--- src/rtl/fir_tap_serializer_pkg.sv ---
// Shared types and helpers for the FIR tap parallel-to-serial converter.
package fir_tap_serializer_pkg;

    typedef enum logic {
        FIR_SER_IDLE   = 1'b0,
        FIR_SER_STREAM = 1'b1
    } fir_ser_state_t;

    // Counter width that stays at least one bit wide for single-tap builds.
    function automatic int unsigned cnt_width(input int unsigned n);
        return (n > 1) ? $clog2(n) : 1;
    endfunction

endpackage

--- src/rtl/fir_tap_serializer_if.sv ---
// HWPE-Stream style valid/ready channel; master drives data, slave returns ready.
interface fir_tap_serializer_if #(
    parameter int unsigned DATA_WIDTH = 32
) ();
    localparam int unsigned STRB_WIDTH = (DATA_WIDTH + 7) / 8;

    logic                  valid;
    logic                  ready;
    logic [DATA_WIDTH-1:0] data;
    logic [STRB_WIDTH-1:0] strb;

    modport master (output valid, output data, output strb, input  ready);
    modport slave  (input  valid, input  data, input  strb, output ready);

endinterface

--- src/rtl/fir_tap_serializer.sv ---
// Parallel-to-serial converter: one packed tap vector in, NB_TAPS words out,
// with a combinational reload path so consecutive vectors stream without a bubble.
module fir_tap_serializer
    import fir_tap_serializer_pkg::*;
#(
    parameter int unsigned DATA_WIDTH = 32,
    parameter int unsigned NB_TAPS    = 2,
    parameter bit          REVERSE    = 1'b0
) (
    input  logic                 clk_i,
    input  logic                 rst_i,
    input  logic                 clear_i,
    fir_tap_serializer_if.slave  h_parallel,
    fir_tap_serializer_if.master h_serial,
    output logic                 done_o
);

    localparam int unsigned      CNT_W     = cnt_width(NB_TAPS);
    localparam logic [CNT_W-1:0] LAST_CNT  = CNT_W'(NB_TAPS - 1);
    localparam logic [0:0]       ST_IDLE   = FIR_SER_IDLE;
    localparam logic [0:0]       ST_STREAM = FIR_SER_STREAM;

    logic [0:0]                         state_q;
    logic [CNT_W-1:0]                   cnt_q;
    logic [NB_TAPS-1:0][DATA_WIDTH-1:0] buf_q;

    logic             streaming;
    logic             last;
    logic [CNT_W-1:0] idx;
    logic             ser_hs;
    logic             par_ready;
    logic             par_hs;

    // A new vector may only be accepted when the buffer is empty or the final
    // word is leaving in this very cycle.
    always_comb begin
        streaming = (state_q == ST_STREAM);
        last      = (cnt_q == LAST_CNT);
        idx       = REVERSE ? (LAST_CNT - cnt_q) : cnt_q;
        ser_hs    = streaming & h_serial.ready;
        if (rst_i) begin
            par_ready = 1'b0;
        end else if (streaming) begin
            par_ready = last & h_serial.ready;
        end else begin
            par_ready = 1'b1;
        end
        par_hs = h_parallel.valid & par_ready;
    end

    assign h_parallel.ready = par_ready;
    assign h_serial.valid   = streaming;
    assign h_serial.data    = streaming ? buf_q[idx] : '0;
    assign h_serial.strb    = '1;
    assign done_o           = ser_hs & last & ~clear_i;

    // Reload takes precedence over returning to idle; in STREAM a parallel
    // handshake implies the final serial handshake is happening too.
    always_ff @(posedge clk_i or posedge rst_i) begin
        if (rst_i) begin
            state_q <= ST_IDLE;
            cnt_q   <= '0;
            buf_q   <= '0;
        end else if (clear_i) begin
            state_q <= ST_IDLE;
            cnt_q   <= '0;
            buf_q   <= '0;
        end else if (par_hs) begin
            state_q <= ST_STREAM;
            cnt_q   <= '0;
            buf_q   <= h_parallel.data;
        end else if (ser_hs) begin
            if (last) begin
                state_q <= ST_IDLE;
                cnt_q   <= '0;
            end else begin
                cnt_q <= cnt_q + CNT_W'(1);
            end
        end
    end

    par_width_chk: assert property (@(posedge clk_i)
        $bits(h_parallel.data) == NB_TAPS * DATA_WIDTH);
    ser_width_chk: assert property (@(posedge clk_i)
        $bits(h_serial.data) == DATA_WIDTH);

endmodule
--- src/flat_wrapper.sv ---
// flat-port wrapper written by rule: the top's interface ports become plain ports
module fir_tap_serializer_flat import fir_tap_serializer_pkg::*;
#(
    parameter int unsigned DATA_WIDTH = 32,
    parameter int unsigned NB_TAPS    = 2,
    parameter bit          REVERSE    = 1'b0
)
  (clk_i, rst_i, clear_i, done_o, h_parallel_valid, h_parallel_data, h_parallel_strb, h_parallel_ready, h_serial_valid, h_serial_data, h_serial_strb, h_serial_ready);
  fir_tap_serializer_if #(.DATA_WIDTH(DATA_WIDTH)) h_parallel_i ();
  fir_tap_serializer_if #(.DATA_WIDTH(DATA_WIDTH)) h_serial_i ();
  input  logic clk_i;
  input  logic rst_i;
  input  logic clear_i;
  output logic done_o;
  input wire logic [$bits(h_parallel_i.valid)-1:0] h_parallel_valid;
  input wire logic [$bits(h_parallel_i.data)-1:0] h_parallel_data;
  input wire logic [$bits(h_parallel_i.strb)-1:0] h_parallel_strb;
  output wire logic [$bits(h_parallel_i.ready)-1:0] h_parallel_ready;
  output wire logic [$bits(h_serial_i.valid)-1:0] h_serial_valid;
  output wire logic [$bits(h_serial_i.data)-1:0] h_serial_data;
  output wire logic [$bits(h_serial_i.strb)-1:0] h_serial_strb;
  input wire logic [$bits(h_serial_i.ready)-1:0] h_serial_ready;
  assign h_parallel_i.valid = h_parallel_valid;
  assign h_parallel_i.data = h_parallel_data;
  assign h_parallel_i.strb = h_parallel_strb;
  assign h_parallel_ready = h_parallel_i.ready;
  assign h_serial_valid = h_serial_i.valid;
  assign h_serial_data = h_serial_i.data;
  assign h_serial_strb = h_serial_i.strb;
  assign h_serial_i.ready = h_serial_ready;
  fir_tap_serializer #(.DATA_WIDTH(DATA_WIDTH), .NB_TAPS(NB_TAPS), .REVERSE(REVERSE)) u_core (.clk_i(clk_i), .rst_i(rst_i), .clear_i(clear_i), .h_parallel(h_parallel_i), .h_serial(h_serial_i), .done_o(done_o));
endmodule
--- config.mk ---
export PLATFORM = sky130hd
export DESIGN_NAME = fir_tap_serializer_flat
export DESIGN_NICKNAME = d
export VERILOG_FILES = /design/src/rtl/fir_tap_serializer_pkg.sv /design/src/rtl/fir_tap_serializer_if.sv /design/src/rtl/fir_tap_serializer.sv /design/src/flat_wrapper.sv
export SDC_FILE = /design/constraint.sdc
export NUM_CORES = 1
export LEC_CHECK = 0
export ABC_CLOCK_PERIOD_IN_PS = 1600
export BUFFER_PORTS_ARGS = -buffer_cell sky130_fd_sc_hd__buf_2
export CAP_MARGIN = 10
export CORE_UTILIZATION = 37
export DETAILED_ROUTE_END_ITERATION = 8
export PLACE_DENSITY = 0.68
export SLEW_MARGIN = 20
export SYNTH_ARGS = -nofsm -noshare
export SYNTH_HDL_FRONTEND = slang
export SYNTH_SLANG_ARGS = --single-unit
--- constraint.sdc ---
create_clock -name clk_i -period 1.6 [get_ports clk_i]
set_input_delay 0.16 -clock clk_i [delete_from_list [all_inputs] [get_ports clk_i]]
set_output_delay 0.16 -clock clk_i [all_outputs]
set_load 0.02 [all_outputs]
==> impl_metrics.json, run 1 <==
{
  "max_freq_mhz": 657,
  "seq_area_frac_synth_pct": 55.4,
  "r2r_slack_ns": 0.24,
  "overflow": 0,
  "grt_pass1_vias": 1188,
  "yosys.area.top_type": "dfrtp_1",
  "fin_crit_ns": 1.52,
  "worstHoldPathType": "primary input to flop",
  "die_area_um2": 4410,
  "wl_um": 3300,
  "power.density_nw_per_um2": 876,
  "h-tree-depth": 2,
  "cts.path.max_buffers": 2,
  "async_reset_ff_share_pct": 100,
  "instances_no_fill": 256,
  "coreArea_um2": 4000,
  "finalMaxSlewViolations": 0,
  "leakage_uw": 0.00115,
  "drc_errors": 0,
  "hp-start": "clear_i",
  "cp-end-kind": "primary output",
  "synth_edf_count": 0,
  "cts_made_buffers": 5,
  "multiInputGateArea_um2": 587,
  "synth_cell_types": 19,
  "outcome": "finished clean",
  "vias_per_cell": 4.79,
  "finClkSkew_ns": 0.00255,
  "fin_util_pct": 51.8,
  "required_ns": 1.44,
  "initial_core_util_pct": 38.4,
  "synth_warnings": 0,
  "cap_violations": 0,
  "crit_arrival_ns": 1.36,
  "period_share_pct": 95.1,
  "grt_max_degree": 18,
  "dieHeight_um": 66.4,
  "clockRootBuffer": "clkbuf_8",
  "worst-path-buf-inv": 2,
  "final_layout_size_suffix_gt1_share_pct": 44.7,
  "syn_avg_cell_area_um2": 12.0,
  "vias": 1225,
  "nNetsFinal": 246,
  "final-setup-viol-count": 0,
  "netlist_instances": 128,
  "tritoncts": "built",
  "n_antenna_cell": 0,
  "grt_pass1_wl_um": 5420,
  "dp.cells": 247,
  "nFillCells": 360,
  "r2r_cells": 4,
  "slowest_stage": "dfrtp_1",
  "grt_util_all_layers_pct": 16.7,
  "netlist_top_cells_area": "dfrtp_1 (55%), a22o_1 (18%), and2_1 (13%)",
  "crit_chain": "nor2b_2 -> buf_6 -> and2_1 -> buf_2",
  "critPathMaxFanout": 17,
  "synth_seq_cells": 34,
  "place_congestion": 0.736,
  "synth_most_common_cell": "dfrtp_1",
  "regToRegEndpoint": "u_core.buf_q[12]$_DFFE_PP0P_",
  "die_x_um": 66.4,
  "ys_top_cells_by_count": "dfrtp_1 (34), a22o_1 (32), and2_1 (32)",
  "rows": 23,
  "drt_iter0_drc": 42,
  "hold_end": "u_core.cnt_q$_DFFE_PP0P_",
  "wl_per_cell_um": 12.9,
  "clock_latency_ns": 0.27,
  "io_pins": 80,
  "numPortBuffers": 71,
  "path_class": "flop to primary output",
  "clk_pin_slew_ns": 0.06,
  "ir_worst_vdd_mv": 0.574,
  "ant_nets": 0,
  "yosysTopAreaCellShare_pct": 55.4,
  "seqCellArea_um2": 851,
  "rr_startpoint": "u_core.cnt_q$_DFFE_PP0P_",
  "drt_first_pass_iters": 4,
  "syn2layout_area_growth_pct": 34.9,
  "cpLargestDelayFamily": "flip-flops",
  "hold_viol": 0,
  "cpPeakStageDelay_ns": 0.43,
  "dp_hpwl_um": 2330,
  "clock-sinks": 34,
  "synth_flop_cell": "dfrtp_1",
  "antenna_found_initial": 0,
  "synth_area_um2": 1540,
  "cp-start-kind": "flop",
  "holdPathStages": 2
}
## flip-flops by register name (all words and copies together), names as in the netlist
| name | flops |
|---|---|
| u_core.h_serial.valid | 1 |
| u_core.buf_q | 32 |
| u_core.cnt_q | 1 |
## power breakdown
part           switching (µW)  internal [µW]
Combinational             141            121
Sequential               22.6            903
Clock                     282            347
Total                     446           1370
## per-stage QoR
step / setup TNS [ns] / cell area [µm²] / worst slack (ns) / total power, µW / hold slack [ns]
after CTS: 0 / 2060 / 0.0473 / 1840 / 0.0840
after detailed placement: 0 / 1960 / 0.259 / 1200 / 0.273
after global routing: -0.00391 / 2070 / -0.00391 / 1910 / 0.0861
after global placement: 0 / 1960 / 0.276 / 1200 / 0.276
after floorplan: 0 / 1550 / 0.0281 / 1090 / 0.113
final: 0 / 2070 / 0.0785 / 1820 / 0.0968
## worst max path at each step
| stage | startpoint | to | depth (start not counted) |
|---|---|---|---|
| final | u_core.cnt_q$_DFFE_PP0P_ | h_serial_data[6] | 4 |
| after floorplan | rst_i | u_core.buf_q[0]$_DFFE_PP0P_ | 5 |
| after CTS | u_core.cnt_q$_DFFE_PP0P_ | h_serial_data[6] | 4 |
| after global routing | u_core.cnt_q$_DFFE_PP0P_ | h_serial_data[11] | 4 |
| after global placement | u_core.cnt_q$_DFFE_PP0P_ | u_core.buf_q[0]$_DFFE_PP0P_ | 4 |
| after detailed placement | u_core.cnt_q$_DFFE_PP0P_ | u_core.buf_q[17]$_DFFE_PP0P_ | 4 |
## cells by family after synthesis
| family | synth area share, % |
|---|---|
| buf+inv | 7.33 |
| simple gates | 15.6 |
| other cells | 0.244 |
| compound gates | 21.5 |
| flops | 55.4 |
## final cells by class
type	count	share of cell area, %
Sequential cell	34	41.1
Multi-Input combinational cell	80	28.3
Timing Repair Buffer	81	22.5
Clock buffer	7	4.17
Tap cell	50	3.02
Inverter	3	0.725
Clock inverter	1	0.242
## what timing repair did
| item | 4_1_cts | 5_1_grt |
|---|---|---|
| setup buffers | 0 | 0 |
| endpoints found under the hold margin | 34 | 0 |
| gates resized for setup | 0 | 3 |
| endpoints found under the setup margin | 0 | 19 |
| hold buffers | 1 | 0 |
## layer usage
metal	vias up	part of all wire (%)	routed length [µm]	track usage (%)
met4	0	0.97	32	4.79
met3	4	5.0	165	5.69
li1	599	-	-	-
met1	582	47	1570	22.4
met2	40	47	1540	25.5
met5	-	0	0	0
## cells in the final DEF, fill, tap and decap left out, drive strengths merged
| cell type | Yosys | final |
|---|---|---|
| buf | 11 | 80 |
| dfrtp | 34 | 34 |
| a22o | 32 | 32 |
| and2 | 32 | 32 |
| clkbuf | 3 | 7 |
| conb | 1 | 4 |
| inv | 3 | 2 |
| nand2 | 2 | 2 |
| a21oi | 2 | 2 |
| clkinvlp | 0 | 1 |
| a21bo | 1 | 1 |
| and4 | 1 | 1 |
| a31oi | 1 | 1 |
| nor2b | 1 | 1 |
| nor3b | 1 | 1 |
| o311ai | 1 | 1 |
| or2 | 1 | 1 |
| a31o | 1 | 1 |
| clkinv | 0 | 1 |
| dlygate4sd3 | 0 | 1 |
## worst reg2reg max path: stages, from the launching register on
cell and delay (ns):
dfrtp_1 0.43, a21bo_2 0.23, and4_4 0.21, buf_12 0.15
a22o_1 0.23
No activity file was read; power rests on OpenSTA's default activity.
==> run 2, diff against run 1 <==
BUFFER_PORTS_ARGS = not set   (was -buffer_cell sky130_fd_sc_hd__buf_2)
CAP_MARGIN = 5   (was 10)
DONT_BUFFER_PORTS = 1   (was not set)
PLACE_DENSITY = not set   (was 0.68)
REMOVE_ABC_BUFFERS = 1   (was not set)
==> impl_metrics.json, run 2 (same netlist as run 1, synthesis figures left out) <==
{
  "tritoncts": "built",
  "clk_pin_slew_ns": 0.06,
  "largest-register": "u_core.buf_q",
  "cpLargestDelayFamily": "flip-flops",
  "rows": 23,
  "r2r_slack_ns": 0.22,
  "clockRootBuffer": "clkbuf_8",
  "r2r_cells": 3,
  "path_class": "flop to primary output",
  "nFillCells": 375,
  "cap_violations": 0,
  "crit_chain": "nor2b_2 -> buf_4 -> and2_1",
  "dp.cells": 174,
  "die_x_um": 66.4,
  "place_congestion": 0.677,
  "initial_core_util_pct": 38.4,
  "finalMaxSlewViolations": 0,
  "critPathMaxFanout": 18,
  "finClkSkew_ns": 0.00312,
  "overflow": 0,
  "final_design_area_no_fill_um2": 1660,
  "postCtsResizedCells": 0,
  "rr_startpoint": "u_core.h_serial.valid$_DFFE_PP0P_",
  "grt_pass1_wl_um": 4780,
  "period_share_pct": 92.7,
  "drt_first_pass_iters": 4,
  "cp-end-kind": "primary output",
  "leakage_uw": 0.000799,
  "numPortBuffers": 0,
  "wl_um": 3150,
  "slowest_stage": "dfrtp_1",
  "cp-start-kind": "flop",
  "io_pins": 80,
  "largest_register_ff_count": 32,
  "syn2layout_area_growth_pct": 8.06,
  "dieHeight_um": 66.4,
  "setup_tns_ns": 0,
  "vias_per_cell": 5.44,
  "grt_max_degree": 35,
  "h-tree-depth": 2,
  "ant_nets": 0,
  "wl_per_cell_um": 17.2,
  "cpPeakStageDelay_ns": 0.43,
  "crit_start": "u_core.cnt_q$_DFFE_PP0P_",
  "antenna_found_initial": 0,
  "rsz0062_at_grt": "false",
  "fin_util_pct": 41.5,
  "p_total_uw": 1670,
  "placed_area_um2": 1560,
  "power.density_nw_per_um2": 1010,
  "final-setup-viol-count": 0,
  "worstHoldPathType": "primary input to flop",
  "cts_made_buffers": 5,
  "coreArea_um2": 4000,
  "nNetsFinal": 174,
  "vias": 996,
  "required_ns": 1.44,
  "fin_crit_ns": 1.48,
  "hold_viol": 0,
  "endpoint": "h_serial_data[9]",
  "clock-sinks": 34,
  "final_cell_mix": "dfrtp_1 (34), a22o_1 (32), and2_1 (32)",
  "n_antenna_cell": 0,
  "ir_worst_vdd_mv": 0.515,
  "die_area_um2": 4410,
  "crit_cells": 3,
  "outcome": "finished clean",
  "final_layout_size_suffix_gt1_share_pct": 12.0,
  "regToRegEndpoint": "u_core.buf_q[21]$_DFFE_PP0P_",
  "cts.path.max_buffers": 2,
  "final_common_cell": "dfrtp_1",
  "clock_latency_ns": 0.28,
  "worst-path-buf-inv": 1,
  "instances_no_fill": 183,
  "drt_iter0_drc": 64,
  "crit_arrival_ns": 1.32,
  "dp_hpwl_um": 2220,
  "max_freq_mhz": 674,
  "grt_pass1_vias": 1045,
  "drc_errors": 0,
  "grt_util_all_layers_pct": 15.1
}
[run 2: per-layer routing]
layer / vias up / wire (µm) / global-route usage, % / part of all wire, %
met2: 35 / 1660 / 24.0 / 52
met4: 0 / 63 / 8.51 / 2.0
li1: 451 / - / - / -
met1: 502 / 1260 / 17.6 / 40
met3: 8 / 175 / 5.34 / 5.6
met5: - / 0 / 0 / 0
[run 2: final cells by class]
cell class | count | area [µm²] | area share, %
Clock buffer | 7 | 76.3 | 4.60
Inverter | 3 | 11.3 | 0.678
Multi-Input combinational cell | 80 | 587 | 35.3
Sequential cell | 34 | 851 | 51.2
Tap cell | 50 | 62.6 | 3.77
Timing Repair Buffer | 9 | 72.6 | 4.37
[run 2: worst min-delay path by stage]
stage / cells past startpoint / slack [ns] / from / end
floorplan: 1 / 0.22 / clear_i / u_core.cnt_q$_DFFE_PP0P_
global placement: 2 / 0.23 / rst_i / u_core.h_serial.valid$_DFFE_PP0P_
detailed placement: 1 / 0.23 / clear_i / u_core.cnt_q$_DFFE_PP0P_
CTS: 1 / 0.009 / h_parallel_data[15] / u_core.buf_q[15]$_DFFE_PP0P_
global route: 1 / 0.009 / h_parallel_data[5] / u_core.buf_q[5]$_DFFE_PP0P_
finish: 1 / 0.02 / h_parallel_data[29] / u_core.buf_q[29]$_DFFE_PP0P_
[run 2: where the power goes]
group,switching (µW),internal (µW)
clock,263,299
combinational,117,68.0
sequential,23.8,903
[run 2: repair_timing]
action                                 CTS  global route
buffers inserted                         0             0
endpoints found under the hold margin   35             0
hold buffers                             2             0
[run 2: per-stage QoR]
step	setup slack (ns)	hold WS, ns
5_1_grt	0.00703	0.00901
2_1_floorplan	-0.429	0.223
3_5_place_dp	0.226	0.233
4_1_cts	0.0893	0.00948
6_report	0.117	0.0177
3_3_place_gp	0.274	0.226
==> run 3, diff against run 2 <==
ABC_CLOCK_PERIOD_IN_PS = 1200   (was 1600)
clock period = 1.2 ns   (was 1.6 ns; I/O delays follow)
==> impl_metrics.json, run 3 (same netlist as run 1, synthesis figures left out) <==
{
  "outcome": "complete, but fails checks",
  "violations": "setup timing",
  "hold_viol": 0,
  "holdWs_ns": 0.0869,
  "die_area_um2": 4410,
  "vias_per_cell": 5.42,
  "crit_arrival_ns": 1.40,
  "dieHeight_um": 66.4,
  "place_congestion": 0.697,
  "tritoncts": "built",
  "clock-sinks": 34,
  "power.density_nw_per_um2": 1090,
  "path_class": "flop to primary output",
  "drt_iter0_drc": 48,
  "fin_util_pct": 59.2,
  "grt_max_degree": 20,
  "rows": 23,
  "initial_core_util_pct": 38.4,
  "clk_pin_slew_ns": 0.06,
  "final-setup-viol-count": 68,
  "drt_first_pass_iters": 4,
  "period_share_pct": 127,
  "die_x_um": 66.4,
  "max_freq_mhz": 656,
  "r2r_cells": 6,
  "grt_util_all_layers_pct": 21.2,
  "numPortBuffers": 0,
  "cp-start-kind": "flop",
  "coreArea_um2": 4000,
  "clock_latency_ns": 0.28,
  "cap_violations": 0,
  "worstHoldPathType": "primary input to flop",
  "required_ns": 1.08,
  "largest-register": "u_core.buf_q",
  "nNetsFinal": 226,
  "io_pins": 80,
  "endpoint": "h_serial_data[5]",
  "fin_crit_ns": 1.52,
  "rsz0062_at_grt": "true",
  "drc_errors": 0,
  "dp_hpwl_um": 2200,
  "h-tree-depth": 2,
  "grt_pass1_vias": 1291,
  "wl_per_cell_um": 19.5,
  "largest_register_ff_count": 32,
  "vias": 1268,
  "clockRootBuffer": "clkbuf_8",
  "crit_start": "u_core.cnt_q$_DFFE_PP0P_",
  "antenna_found_initial": 0,
  "regToRegEndpoint": "u_core.buf_q[31]$_DFFE_PP0P_",
  "syn2layout_area_growth_pct": 54.1,
  "ant_nets": 0,
  "leakage_uw": 0.00113,
  "cts_made_buffers": 5,
  "rr_startpoint": "u_core.cnt_q$_DFFE_PP0P_",
  "finalMaxSlewViolations": 0,
  "timing.final.ws_setup_ns": -0.324,
  "final_cell_mix": "dlygate4sd3_1 (34), dfrtp_1 (34), a22o_1 (32)",
  "finClkSkew_ns": 0.00285,
  "critPathMaxFanout": 4,
  "wl_um": 4570,
  "grt_pass1_wl_um": 6620,
  "overflow": 0,
  "cts.path.max_buffers": 2,
  "r2r_slack_ns": -0.26,
  "n_antenna_cell": 0,
  "cp-end-kind": "primary output",
  "final_layout_size_suffix_gt1_share_pct": 39.1,
  "ir_worst_vdd_mv": 0.621
}
-- run 3: changes by cell type in the layout (fill, tap and decap cells not counted), moves of 3 or more --
cell	change
and4_4	+3
and2_2	+12
dlygate4sd3_1	+32
and2_1	-32
buf_6	+10
and2_4	+20
buf_12	+3
-- run 3: timing repair --
item | CTS | global route
buffers inserted | 4 | 5
hold buffers | 34 | 0
hold endpoints to repair | 67 | 0
gates cloned | 6 | 2
pin swaps | 10 | 10
resized for setup | 65 | 16
setup endpoints to repair | 68 | 67
-- run 3: how the worst min path moves through the flow --
stage,start,end,slack (ns),depth (start not counted)
4_1_cts,h_serial_ready,u_core.cnt_q$_DFFE_PP0P_,0.08,3
3_3_place_gp,rst_i,u_core.buf_q[29]$_DFFE_PP0P_,0.12,2
3_5_place_dp,rst_i,u_core.buf_q[30]$_DFFE_PP0P_,0.12,2
6_report,h_serial_ready,u_core.cnt_q$_DFFE_PP0P_,0.09,3
2_1_floorplan,clear_i,u_core.cnt_q$_DFFE_PP0P_,0.18,1
5_1_grt,h_serial_ready,u_core.cnt_q$_DFFE_PP0P_,0.1,3
-- run 3: worst max-delay path: stages, from the launching register on --
cell     delay (ns)
dfrtp_1        0.41
buf_6          0.14
nor2b_4        0.17
buf_12         0.13
buf_6          0.11
and2_4         0.17
-- run 3: layer usage --
layer  wire, µm  global-route usage, %  vias to the layer above
met5          0                      0                        -
met4         55                   9.04                        0
met3        211                   6.72                        5
met2       2360                   33.4                       50
met1       1940                   26.7                      646
li1           -                      -                      567
-- run 3: where the power goes --
part	total, µW	internal [µW]	switching, µW
Clock	828	442	386
Sequential	1240	1200	36.2
Combinational	518	286	232
-- run 3: final cells by class --
cell class | count | area (µm²)
fillers | 322 | 1630
flip-flops and latches | 34 | 851
multi-input cells | 83 | 722
repair buffers | 58 | 638
clock buffers | 6 | 82.6
well taps | 50 | 62.6
inverters | 3 | 11.3
-- run 3: through the flow --
stage / cells / setup TNS [ns] / total power [µW] / area [µm²] / setup slack, ns
after global placement: 177 / -4.13 / 1500 / 1590 / -0.119
after floorplan: 117 / -42.76 / 1430 / 1450 / -0.789
after detailed placement: 177 / -5.60 / 1510 / 1590 / -0.160
after global routing: 234 / -20.80 / 2670 / 2370 / -0.358
after CTS: 227 / -14.70 / 2510 / 2220 / -0.296
final: 234 / -18.05 / 2590 / 2370 / -0.324
